==> src/rtl/instruction_fetch_unit_if.sv <==
// Instruction memory read port shared by the fetch unit and memory.
// Fetch unit is master; memory answers with Ready/Data.
interface instruction_fetch_unit_if;
    logic        IMem_Req;
    logic [31:0] IMem_Addr;
    logic        IMem_Ready;
    logic [31:0] IMem_Data;

    modport master (
        output IMem_Req,
        output IMem_Addr,
        input  IMem_Ready,
        input  IMem_Data
    );

    modport slave (
        input  IMem_Req,
        input  IMem_Addr,
        output IMem_Ready,
        output IMem_Data
    );
endinterface

==> src/rtl/instruction_fetch_unit.sv <==
// Instruction fetch stage: PC, FETCH/HOLD control, one-entry hold buffer.
// All outputs (including IMem_Req/IMem_Addr) come straight from flops.
module instruction_fetch_unit #(
    parameter logic [31:0] RESET_PC = 32'h0000_0000
) (
    input  logic                            Clk,
    input  logic                            Reset_n,
    input  logic                            Stall,
    input  logic                            Branch_Taken,
    input  logic [31:0]                     Branch_Target,
    instruction_fetch_unit_if.master        imem,
    output logic [31:0]                     Instruction_out,
    output logic [31:0]                     PC_Plus_4_out,
    output logic                            Fetch_Valid,
    output logic                            FlushRegisters
);

    typedef enum logic {FETCH, HOLD} state_t;

    localparam logic [31:0] PC_INIT = RESET_PC & 32'hFFFF_FFFC;

    state_t      state_q, state_d;
    logic        req_q, req_d;
    logic [31:0] pc_q, pc_d;
    logic [31:0] instr_q, instr_d;
    logic [31:0] pc4_q, pc4_d;
    logic        valid_q, valid_d;
    logic        flush_q, flush_d;
    logic [31:0] hb_instr_q, hb_instr_d;
    logic [31:0] hb_pc4_q, hb_pc4_d;
    logic [31:0] pc_plus4;
    logic        rdy;

    assign pc_plus4 = pc_q + 32'd4;
    // Ready only counts while a request is actually out
    assign rdy      = imem.IMem_Ready & req_q;

    always_comb begin
        state_d    = state_q;
        pc_d       = pc_q;
        instr_d    = instr_q;
        pc4_d      = pc4_q;
        valid_d    = valid_q;
        hb_instr_d = hb_instr_q;
        hb_pc4_d   = hb_pc4_q;
        flush_d    = Branch_Taken;
        if (Branch_Taken) begin
            state_d    = FETCH;
            pc_d       = Branch_Target & 32'hFFFF_FFFC;
            instr_d    = '0;
            pc4_d      = '0;
            valid_d    = 1'b0;
            hb_instr_d = '0;
            hb_pc4_d   = '0;
        end else if (state_q == FETCH) begin
            unique case (1'b1)
                rdy && !Stall: begin
                    instr_d = imem.IMem_Data;
                    pc4_d   = pc_plus4;
                    valid_d = 1'b1;
                    pc_d    = pc_plus4;
                end
                !rdy && !Stall: begin
                    instr_d = '0;
                    pc4_d   = '0;
                    valid_d = 1'b0;
                end
                rdy && Stall: begin
                    hb_instr_d = imem.IMem_Data;
                    hb_pc4_d   = pc_plus4;
                    pc_d       = pc_plus4;
                    state_d    = HOLD;
                end
                default: ;
            endcase
        end else if (!Stall) begin
            instr_d = hb_instr_q;
            pc4_d   = hb_pc4_q;
            valid_d = 1'b1;
            state_d = FETCH;
        end
        req_d = (state_d == FETCH);
    end

    always_ff @(posedge Clk or negedge Reset_n) begin
        if (!Reset_n) begin
            state_q    <= FETCH;
            req_q      <= 1'b0;
            pc_q       <= PC_INIT;
            instr_q    <= '0;
            pc4_q      <= '0;
            valid_q    <= 1'b0;
            flush_q    <= 1'b0;
            hb_instr_q <= '0;
            hb_pc4_q   <= '0;
        end else begin
            state_q    <= state_d;
            req_q      <= req_d;
            pc_q       <= pc_d;
            instr_q    <= instr_d;
            pc4_q      <= pc4_d;
            valid_q    <= valid_d;
            flush_q    <= flush_d;
            hb_instr_q <= hb_instr_d;
            hb_pc4_q   <= hb_pc4_d;
        end
    end

    assign imem.IMem_Req  = req_q;
    assign imem.IMem_Addr = pc_q;
    assign Instruction_out = instr_q;
    assign PC_Plus_4_out   = pc4_q;
    assign Fetch_Valid     = valid_q;
    assign FlushRegisters  = flush_q;

endmodule

==> src/flat_wrapper.sv <==
// flat-port wrapper written by rule: the top's interface ports become plain ports
module instruction_fetch_unit_flat 
#(
    parameter logic [31:0] RESET_PC = 32'h0000_0000
)
  (Clk, Reset_n, Stall, Branch_Taken, Branch_Target, Instruction_out, PC_Plus_4_out, Fetch_Valid, FlushRegisters, imem_IMem_Req, imem_IMem_Addr, imem_IMem_Ready, imem_IMem_Data);
  instruction_fetch_unit_if imem_i ();
  input  logic Clk;
  input  logic Reset_n;
  input  logic Stall;
  input  logic Branch_Taken;
  input  logic [31:0] Branch_Target;
  output logic [31:0] Instruction_out;
  output logic [31:0] PC_Plus_4_out;
  output logic Fetch_Valid;
  output logic FlushRegisters;
  output wire logic [$bits(imem_i.IMem_Req)-1:0] imem_IMem_Req;
  output wire logic [$bits(imem_i.IMem_Addr)-1:0] imem_IMem_Addr;
  input wire logic [$bits(imem_i.IMem_Ready)-1:0] imem_IMem_Ready;
  input wire logic [$bits(imem_i.IMem_Data)-1:0] imem_IMem_Data;
  assign imem_IMem_Req = imem_i.IMem_Req;
  assign imem_IMem_Addr = imem_i.IMem_Addr;
  assign imem_i.IMem_Ready = imem_IMem_Ready;
  assign imem_i.IMem_Data = imem_IMem_Data;
  instruction_fetch_unit #(.RESET_PC(RESET_PC)) u_core (.Clk(Clk), .Reset_n(Reset_n), .Stall(Stall), .Branch_Taken(Branch_Taken), .Branch_Target(Branch_Target), .imem(imem_i), .Instruction_out(Instruction_out), .PC_Plus_4_out(PC_Plus_4_out), .Fetch_Valid(Fetch_Valid), .FlushRegisters(FlushRegisters));
endmodule
==> config.mk <==
export PLATFORM = sky130hd
export DESIGN_NAME = instruction_fetch_unit_flat
export DESIGN_NICKNAME = d
export VERILOG_FILES = /design/src/rtl/instruction_fetch_unit_if.sv /design/src/rtl/instruction_fetch_unit.sv /design/src/flat_wrapper.sv
export SDC_FILE = /design/constraint.sdc
export NUM_CORES = 1
export LEC_CHECK = 0
export CORE_UTILIZATION = 35
export CTS_BUF_LIST = sky130_fd_sc_hd__clkbuf_16
export CTS_CLUSTER_SIZE = 16
export DETAILED_ROUTE_END_ITERATION = 8
export GPL_TIMING_DRIVEN = 0
export MAX_ROUTING_LAYER = met4
export PLACE_DENSITY = 0.69
export SETUP_SLACK_MARGIN = 0.02
export SYNTH_ARGS = -nofsm -noshare
export SYNTH_HDL_FRONTEND = slang
export SYNTH_SLANG_ARGS = --single-unit
==> constraint.sdc <==
create_clock -name Clk -period 2.1 [get_ports Clk]
set_input_delay 0.315 -clock Clk [delete_from_list [all_inputs] [get_ports Clk]]
set_output_delay 0.315 -clock Clk [all_outputs]
set_load 0.01 [all_outputs]
==> impl_metrics.json <==
{
  "post_dp_cell_area_mm2": 0.00939,
  "synth-warning-count": 0,
  "status": "finished, final reports clean",
  "final_cell_mix": "162 x clkdlybuf4s50_1, 152 x dfrtp_1, 73 x nand2_1",
  "areaGrowthSynthToFinish_pct": 39.3,
  "syn_area_mm2": 0.00738,
  "gp_congestion": 0.866,
  "hold_depth": 1,
  "cp.arrival_ps": 2330,
  "slew_headroom_pct": 62.6,
  "critPathMaxFanout": 10,
  "drive_gt1_share_pct": 12.3,
  "rr_endpoint": "u_core.hb_pc4_q[30]$_DFFE_PN0P_",
  "cp-start-kind": "register",
  "synth_edf_count": 0,
  "r2r-start": "u_core.imem.IMem_Addr[13]$_DFFE_PN0P_",
  "numClockSinks": 160,
  "dp.cells": 1153,
  "final_common_cell": "clkdlybuf4s50_1",
  "worstHoldStart": "Branch_Taken",
  "max_freq_ghz": 0.493,
  "syn_inst": 718,
  "layout_min_cycle_time_ps": 2030,
  "initial_utilization_pct": 36.1,
  "stdcell_count": 1192,
  "critPathCaptureType": "register",
  "htreeDepth": 4,
  "n_antenna_cell": 0,
  "finalSetupViolCount": 0,
  "grt_usage_pct": 21.1,
  "pwr_density_cell_mw_per_mm2": 773,
  "slew_violations": 0,
  "drtPass1Iterations": 5,
  "antenna_left": 0,
  "dieWidth_um": 147,
  "vdd_drop_max_mv": 0.510,
  "die_h_um": 147,
  "grt.overflow.total": 0,
  "dp_hpwl_mm": 15.6,
  "ctsLongestPathBuffers": 2,
  "fin_nets": 979,
  "max_slew.worst_pin.slew_ps": 562,
  "clock_latency_ps": 430,
  "routedWlPerCell_um": 18.3,
  "ys.flop_type": "dfrtp_1",
  "finalHoldViolCount": 0,
  "p_leak_nw": 4.18,
  "drt-total-wl_mm": 21.9,
  "reg2reg_depth": 7,
  "cts_root_buf": "clkbuf_16",
  "rows": 52,
  "rrSetupSlack_ps": 70,
  "critPathRequiredTime_ps": 2400,
  "grt_pass1_wl_mm": 34.4,
  "min_to": "u_core.FlushRegisters$_DFF_PN0_",
  "drc": 0,
  "finalCritPeriodShare_pct": 96.6,
  "synth-seq-cells": 160,
  "ys_async_sr_fraction_pct": 100,
  "dieArea_mm2": 0.0217,
  "tns_ps": 0,
  "worstHoldPathType": "primary input to register",
  "avgSynthCellArea_um2": 10.3,
  "place.port_buffers": 163,
  "synth.yosys.seq_area_share_pct": 54.2,
  "cts_tree": "built",
  "drt_iter0_drc": 643,
  "maxCapViolations": 0,
  "grt_pass1_vias": 6080,
  "skew_ps": 9.19,
  "grt_max_degree": 99,
  "clk_pin_slew_ps": 70,
  "crit_type": "register to register",
  "via_per_inst": 5.31,
  "final_area_mm2": 0.0103,
  "netlist-cell-type-count": 44,
  "core_mm2": 0.0204,
  "grt_setup_unrepaired": "true",
  "vias": 6327,
  "antenna_found_initial": 0,
  "post-route-util_pct": 50.3,
  "cts_buffers": 17,
  "ios": 168
}
## how the worst max path moves through the flow
stage	to	slack [ps]	startpoint
2_1_floorplan	u_core.PC_Plus_4_out[18]$_DFFE_PN0P_	90	u_core.imem.IMem_Addr[2]$_DFFE_PN0P_
3_3_place_gp	u_core.Instruction_out[22]$_DFFE_PN0P_	-5970	Reset_n
3_5_place_dp	u_core.Instruction_out[4]$_DFFE_PN0P_	-560	Branch_Taken
4_1_cts	u_core.PC_Plus_4_out[25]$_DFFE_PN0P_	-0.8	u_core.imem.IMem_Addr[7]$_DFFE_PN0P_
5_1_grt	u_core.imem.IMem_Addr[31]$_DFFE_PN0P_	4	u_core.state_q$_DFF_PN0_
6_report	u_core.hb_pc4_q[30]$_DFFE_PN0P_	70	u_core.imem.IMem_Addr[13]$_DFFE_PN0P_
## kinds of logic after synthesis
logic type | Yosys count | share of synthesized area, %
XOR/XNOR | 57 | 6.76
AO/OA/AOI/OAI | 183 | 17.0
AND/OR/NAND/NOR | 239 | 17.2
flip-flops | 160 | 54.2
buffers and inverters | 73 | 4.00
multiplexers | 4 | 0.593
adder cells (fa/ha/maj) | 1 | 0.169
other | 1 | 0.0508
## metal layers
metal	part of all wire [%]	GRT usage [%]	routed length, um
met1	46	30.0	10200
met2	47	31.2	10300
met3	5.2	3.42	1140
met4	1.4	5.82	301
met5	0	-	0
## flip-flops by register name, indices dropped and copies added, names as in the netlist
signal                  cells
u_core.Instruction_out     32
u_core.hb_pc4_q            31
u_core.imem.IMem_Addr      30
u_core.Fetch_Valid          1
u_core.PC_Plus_4_out       31
u_core.state_q              1
u_core.hb_instr_q          32
u_core.FlushRegisters       1
u_core.imem.IMem_Req        1
## area by class of cell
| class | instances | area (um^2) |
|---|---|---|
| multi-input combinational | 486 | 3270 |
| buffer | 62 | 294 |
| clock inverter | 15 | 170 |
| inverter | 8 | 30.0 |
| clock buffer | 17 | 425 |
| tap | 270 | 338 |
| fill | 1869 | 10100 |
| sequential | 160 | 4010 |
| timing repair buffer | 174 | 1740 |
## where the power goes
group,switching [mW],internal (mW)
logic,0.682,0.657
registers,0.211,3.31
clock network,1.40,1.69
## metrics by stage
stage          setup slack (ps)  total power, mW  hold WS (ps)
2_1_floorplan              92.5             4.12          19.4
3_3_place_gp              -5970             4.83           461
3_5_place_dp               -561             4.85           286
4_1_cts                  -0.823             7.97           372
5_1_grt                    3.52             8.28           380
6_report                   70.5             7.95           383
## cell usage after synthesis (2+ instances only)
library cell | number | area, um^2
a21oi_1 | 7 | 35.0
a221oi_1 | 37 | 324
a22o_1 | 32 | 280
a22oi_1 | 24 | 180
and2_1 | 2 | 12.5
and3_1 | 2 | 12.5
and4_1 | 2 | 17.5
buf_1 | 8 | 30.0
buf_2 | 8 | 40.0
buf_4 | 3 | 22.5
clkbuf_1 | 46 | 173
dfrtp_1 | 160 | 4000
inv_1 | 8 | 30.0
mux2_2 | 3 | 33.8
nand2_1 | 73 | 274
nand2b_1 | 6 | 37.5
nand3_1 | 17 | 85.1
nand4_1 | 13 | 81.3
nor2_1 | 21 | 78.8
nor2b_1 | 36 | 225
nor3_1 | 47 | 235
nor4_1 | 2 | 12.5
nor4_2 | 6 | 75.1
o21ai_0 | 8 | 40.0
o21ai_1 | 67 | 335
o31ai_1 | 6 | 45.0
or3_1 | 2 | 12.5
xnor2_1 | 35 | 307
xor2_1 | 22 | 193
## critical path: stages, from the launching register on
cell and delay [ps]:
dfrtp_1 360, clkbuf_4 190, nand4_1 180, or3_4 440, buf_6 180, nor4_4 290
xnor2_2 170, o21ai_1 100
## timing repair
action,4_1_cts,5_1_grt
hold buffers,1,0
endpoints found under the setup margin,142,110
buffers inserted,3,6
resized for setup,30,38
cloned,0,0
hold endpoints to repair,62,0
pin swaps,2,5
No activity file was read; power rests on OpenSTA's default activity.
